===== config.mk =====
export PLATFORM = sky130hd
export DESIGN_NAME = spectrum_bar_writer
export DESIGN_NICKNAME = d
export VERILOG_FILES = /design/src/rtl/spectrum_bar_writer.sv
export SDC_FILE = /design/constraint.sdc
export NUM_CORES = 1
export LEC_CHECK = 0
export CAP_MARGIN = 40
export CORE_MARGIN = 5
export CORE_UTILIZATION = 29
export DETAILED_ROUTE_END_ITERATION = 10
export PLACE_DENSITY = 0.45
export SYNTH_ARGS = -nofsm -noshare
export SYNTH_HDL_FRONTEND = slang
export SYNTH_SLANG_ARGS = --single-unit

===== constraint.sdc =====
create_clock -name Clock -period 41.8 [get_ports Clock]
set_input_delay 4.18 -clock Clock [delete_from_list [all_inputs] [get_ports Clock]]
set_output_delay 4.18 -clock Clock [all_outputs]
set_load 0.01 [all_outputs]

===== src/rtl/spectrum_bar_writer.sv =====
// spectrum_bar_writer: renders one frame-buffer column per accepted bar, with a decaying peak-hold marker
module spectrum_bar_writer #(
  parameter int COL_BW = 6,
  parameter int DECAY_FRAMES = 4,
  parameter int DECAY_BW = 2
) (
  input  logic              Clock,
  input  logic              Reset,
  input  logic              Start,
  input  logic [6:0]        Bar,
  input  logic              FrameStart,
  output logic              Busy,
  output logic              Done,
  output logic              WrEn,
  output logic [COL_BW+6:0] WrAddr,
  output logic [1:0]        WrData
);
  localparam int COLUMNS = 2**COL_BW;
  typedef enum logic [1:0] {IDLE, CALC, WRITE} state_t;
  state_t state_q, state_d;
  logic [COL_BW-1:0] col_q, col_d;
  logic [6:0] row_q, row_d, bar_q, bar_d;
  logic [6:0] peak_q [COLUMNS];
  logic [6:0] peak_d [COLUMNS];
  logic [DECAY_BW-1:0] dcnt_q, dcnt_d;
  logic decay_q, decay_d, pend_q, pend_d, done_q, done_d;
  logic [6:0] p, pd, np, wp;
  logic apply, wrap;
  // State register; reset aborts any sweep and clears the peak memory
  always_ff @(posedge Clock or posedge Reset) begin
    if (Reset) begin
      state_q <= IDLE;
      col_q <= '0;
      row_q <= '0;
      bar_q <= '0;
      dcnt_q <= '0;
      decay_q <= 1'b0;
      pend_q <= 1'b0;
      done_q <= 1'b0;
      for (int i = 0; i < COLUMNS; i++) peak_q[i] <= '0;
    end else begin
      state_q <= state_d;
      col_q <= col_d;
      row_q <= row_d;
      bar_q <= bar_d;
      dcnt_q <= dcnt_d;
      decay_q <= decay_d;
      pend_q <= pend_d;
      done_q <= done_d;
      peak_q <= peak_d;
    end
  end
  // Next-state: sweep sequencing, peak update, frame application (immediate in IDLE, deferred while busy)
  always_comb begin
    state_d = state_q;
    col_d = col_q;
    row_d = row_q;
    bar_d = bar_q;
    dcnt_d = dcnt_q;
    decay_d = decay_q;
    pend_d = pend_q | (FrameStart && state_q != IDLE);
    done_d = 1'b0;
    peak_d = peak_q;
    apply = 1'b0;
    p = peak_q[col_q];
    pd = (decay_q && p != 7'd0) ? p - 7'd1 : p;
    np = (bar_q > pd) ? bar_q : pd;
    unique case (state_q)
      IDLE: begin
        apply = FrameStart;
        if (Start) begin
          state_d = CALC;
          bar_d = Bar;
        end
      end
      CALC: begin
        peak_d[col_q] = np;
        row_d = '0;
        state_d = WRITE;
      end
      WRITE: begin
        row_d = row_q + 7'd1;
        if (row_q == 7'd127) begin
          state_d = IDLE;
          done_d = 1'b1;
          col_d = col_q + COL_BW'(1);
          apply = pend_q | FrameStart;
        end
      end
      default: state_d = IDLE;
    endcase
    wrap = dcnt_q == DECAY_BW'(DECAY_FRAMES - 1);
    if (apply) begin
      col_d = '0;
      pend_d = 1'b0;
      dcnt_d = wrap ? '0 : dcnt_q + DECAY_BW'(1);
      decay_d = wrap;
    end
  end
  // Pixel stream: bar below rBar, marker one row under the stored peak when it rises above the bar
  always_comb begin
    wp = peak_q[col_q];
    Busy = state_q != IDLE;
    Done = done_q;
    WrEn = state_q == WRITE;
    WrAddr = WrEn ? {col_q, row_q} : '0;
    WrData = !WrEn ? 2'b00 : (row_q < bar_q) ? 2'b01 : (wp > bar_q && row_q == wp - 7'd1) ? 2'b10 : 2'b00;
  end
endmodule


==> Implementation_results.wiki <==
{| class="wikitable"
! Metric !! Value
|-
| Outcome || complete, no violations
|-
| Largest fanout on the critical path || 115
|-
| Initial Utilization || 29.2%
|-
| Arithmetic-cell share of the synthesized area counting full adders, half adders and majority gates || 1.49%
|-
| Number of buffers inserted by hold repair at cts || 0
|-
| Register area || around 12000 µm²
|-
| Mean routed wirelength per cell || 22.4 µm
|-
| Slack of the critical path || 31.18 ns
|-
| Clock transition at the registers of the reported paths || 0.06 ns
|-
| CP Data Required Time || roughly 38 ns
|-
| DIE HEIGHT || between 200 and 300 µm
|-
| Cell Pwr Density || 59.1 nW/µm²
|-
| Maximum vdd drop || around 0.11 mV
|-
| Die outline width || between 200 and 300 µm
|-
| WL met1 || 33700 µm
|-
| Final period util || approximately 25%
|-
| Number of cells in the finished layout apart from fillers || about 3400
|-
| Cell type contributing the most total cell area after synthesis || dfrtp_1
|-
| Setup slack on the worst flop-to-flop path || roughly 34 ns
|-
| N_diodes || 0
|-
| Die footprint || roughly 84000 µm²
|-
| Summed instance area of the synthesized netlist || ~23000 µm²
|-
| Final GP Congestion || 0.867
|-
| Number of primary I/O pins || 29
|-
| CTS root buffer || clkbuf_16
|-
| Area taken by multi-input logic gates || between 9000 and 10000 µm²
|-
| Leading cell type in the layout, fill and taps excluded || nand2_1
|-
| Ratio of routed vias to standard cells || between 5 and 6
|-
| Core Area || between 70000 and 80000 µm²
|-
| Ys Warns || 0
|-
| Worst hold path startpoint || peak_q[228]
|-
| Post-Synthesis Mean Instance Area || slightly below 10 µm²
|-
| Number of max-slew violations in the final report || 0
|-
| Layout Area Growth over Synthesis || 13.9%
|-
| Clock sink count || 475
|-
| Post-layout minimum cycle time || 10.62 ns
|-
| Fmax || 94.1 MHz
|-
| All-layer global routing usage || 17.9%
|-
| Nets || approximately 2300
|-
| Setup TNS || 0 ns
|-
| Critical setup path kind || flop to output port
|-
| Detailed-route DRC error count || 0
|-
| Setup violations, final || 0
|-
| Clock Skews || around 0.019 ns
|-
| Max-cap check violation count || 0
|-
| Detail Route met3 WL || between 4000 and 5000 µm
|-
| Initial antenna violation count || 0
|-
| Endpoint class of the critical path || output port
|-
| Synthesized-area fraction occupied by xor and xnor cells || less than 1%
|-
| Post-synth ARST share || 100%
|-
| Number of levels in the clock H-tree || 2
|-
| Number of global-route vias before repair || about 17000
|-
| Post-CTS setup buffer count || 0
|-
| Worst reg2reg path depth || 19
|-
| Seq cells post-synth || between 400 and 500
|-
| Most used cells in the layout excluding fill and tap cells || 492 x nand2_1, 472 x dfrtp_1, 282 x o21ai_0
|-
| Vias after detailed routing || about 17000
|-
| Total wirelength of the detailed-routed design || ~75000 µm
|-
| Clock network latency to the later pin of the worst-skew pair || between 0.6 and 0.7 ns
|-
| Portion of the post-synthesis area used by sequential elements || between 50 and 60%
|-
| Number of filler cells placed in the layout || around 7900
|-
| Count of different cell masters after synthesis || 73
|-
| Measured slew at the worst slew-check pin || around 1.1 ns
|-
| First-pass GRT wire length || between 100000 and 150000 µm
|-
| Area share of the largest cell type after synthesis || 52.5%
|-
| Number of buffers added on ports || 28
|-
| Total of cells resized after clock tree synthesis || 0
|-
| First-pass iteration count of the detailed router || 5
|-
| Worst slew margin || a little over a quarter
|-
| Maximum clock insertion buffer count || 3
|-
| Area fraction in compound gates after synthesis || about a fifth
|-
| Final core utilization || roughly a third
|-
| Mux contribution to synthesized area || 9.83%
|-
| Drt first-iter violations || roughly 1300
|-
| Max layer used || met4
|-
| TritonCTS clock tree || yes
|-
| Synthesized netlist cell count || between 2000 and 2500
|-
| Placed Instances || roughly 3300
|-
| GRT Residual Overflow || 0
|-
| Hold WC Path Type || flop to flop
|-
| Leakage Power || about 11 nW
|-
| Unrepaired setup endpoints after global routing || false
|-
| Beginning of the worst register-to-register path || col_q[2]
|-
| Fraction of final layout cells with drive strength greater than 1 || between 10% and 20%
|-
| Synth area leaders || dfrtp_1 53%, nand2_1 8.2%, o21ai_0 6.2%
|-
| Total number of placement rows || approximately 100
|-
| Hold depth || 2
|-
| End of the worst hold path || peak_q[228]
|-
| Worst setup slack after placement || 31.79 ns
|-
| Crit start category || flop
|-
| Number of flops mapped to enable cells by yosys || 0
|-
| Met2 WL post-DR || 34500 µm
|-
| Number of clock buffers inserted by TritonCTS || between 50 and 60
|-
| Final hold violation count || 0
|-
| Dominant combinational cell family by area after synthesis || compound AO/OA/AOI/OAI gates
|-
| Pin count of the biggest net entering global routing || between 150 and 200
|-
| Predominant post-synthesis flop cell || dfrtp_1
|-
| Endpoint arrival time on the critical path || 6.44 ns
|-
| Simple-gate area share of the yosys netlist || 12.8%
|-
| HPWL reported at the end of detailed placement || approximately 48000 µm
|-
| Final antenna-violating net count || 0
|-
| Critical R2R Capture || peak_q[138]
|-
| Number of nets produced by synthesis || 2360
|}
## sequential cells by signal, summed over array words and instances (netlist names)
name     count
Done         1
bar_q        7
col_q        6
dcnt_q       2
decay_q      1
peak_q     448
pend_q       1
row_q        7
state_q      2
## how the worst max path moves through the flow
| stage | slack, ns | end | from |
|---|---|---|---|
| global route | 30.79 | WrData[1] | col_q[0] |
| CTS | 31.16 | WrData[1] | col_q[0] |
| finish | 31.18 | WrData[1] | col_q[0] |
| global placement | 31.64 | WrData[1] | col_q[0] |
| floorplan | 24.37 | Done | Reset |
| detailed placement | 31.79 | WrData[1] | col_q[0] |
## through the flow
step	area, µm²	power, mW	hold WS [ns]
2_1_floorplan	22600	0.825	0.442
3_3_place_gp	23700	1.01	0.456
3_5_place_dp	23900	1.05	0.464
4_1_cts	25800	1.55	0.478
5_1_grt	25800	1.60	0.491
6_report	25800	1.52	0.473
## metal layers
metal,GRT usage [%],vias to the layer above
met5,0,-
met4,5.34,0
met3,2.94,138
met2,28.7,493
met1,24.9,8504
li1,-,8116
## cells by family after synthesis
family | count (synthesis)
XOR/XNOR | 15
flip-flops | 475
multiplexers | 166
AND/OR/NAND/NOR | 691
AO/OA/AOI/OAI | 739
adder cells (fa/ha/maj) | 27
buffers and inverters | 209
## report_power, final
group	leakage, nW	switching (mW)	internal (mW)
sequential	6.58	0.0195	0.482
combinational	3.30	0.397	0.132
clock	0.931	0.197	0.297
total	10.8	0.613	0.911
## Yosys cell counts, types with 8 or more instances
cell / number
nand2b_1: 8
mux2_1: 15
mux2_2: 52
buf_6: 11
ha_1: 27
mux4_2: 37
dfrtp_1: 475
a221o_1: 9
a22oi_1: 26
o21ai_0: 282
a22o_1: 8
xor2_1: 8
mux2i_1: 60
a21oi_1: 91
nand3_1: 13
o21ai_1: 202
buf_1: 9
inv_1: 20
nand2_1: 493
nor2b_1: 10
nor2_1: 106
clkbuf_1: 110
and2_1: 17
buf_2: 40
a221oi_1: 39
o22ai_1: 20
## worst max-delay path, cell delays in order, from the launching register on
cell and delay (ns):
dfrtp_4 0.75, buf_12 0.55, mux4_2 0.60, mux2i_1 0.20
o22a_1 0.26, o221ai_1 0.13, nor3_1 0.71, inv_1 0.10
ha_1 0.32, nor2b_1 0.11, o21ai_0 0.09, nand2b_1 0.08
a21oi_1 0.06, nor2b_1 0.09, o21ai_0 0.08, nand2b_1 0.08
a21oi_1 0.06, or4_1 0.39, nor4_1 0.21, and3_1 0.20
clkdlybuf4s50_1 0.54
## area by class of cell
class                           instances  area share (%)
Multi-Input combinational cell       1638            38.1
Tap cell                             1040            5.04
Sequential cell                       475            46.1
Clock inverter                         16           0.631
Inverter                               26           0.407
Clock buffer                           80            6.56
Timing Repair Buffer                   75            3.13
Note: power is estimated with default switching activity, not from simulation.
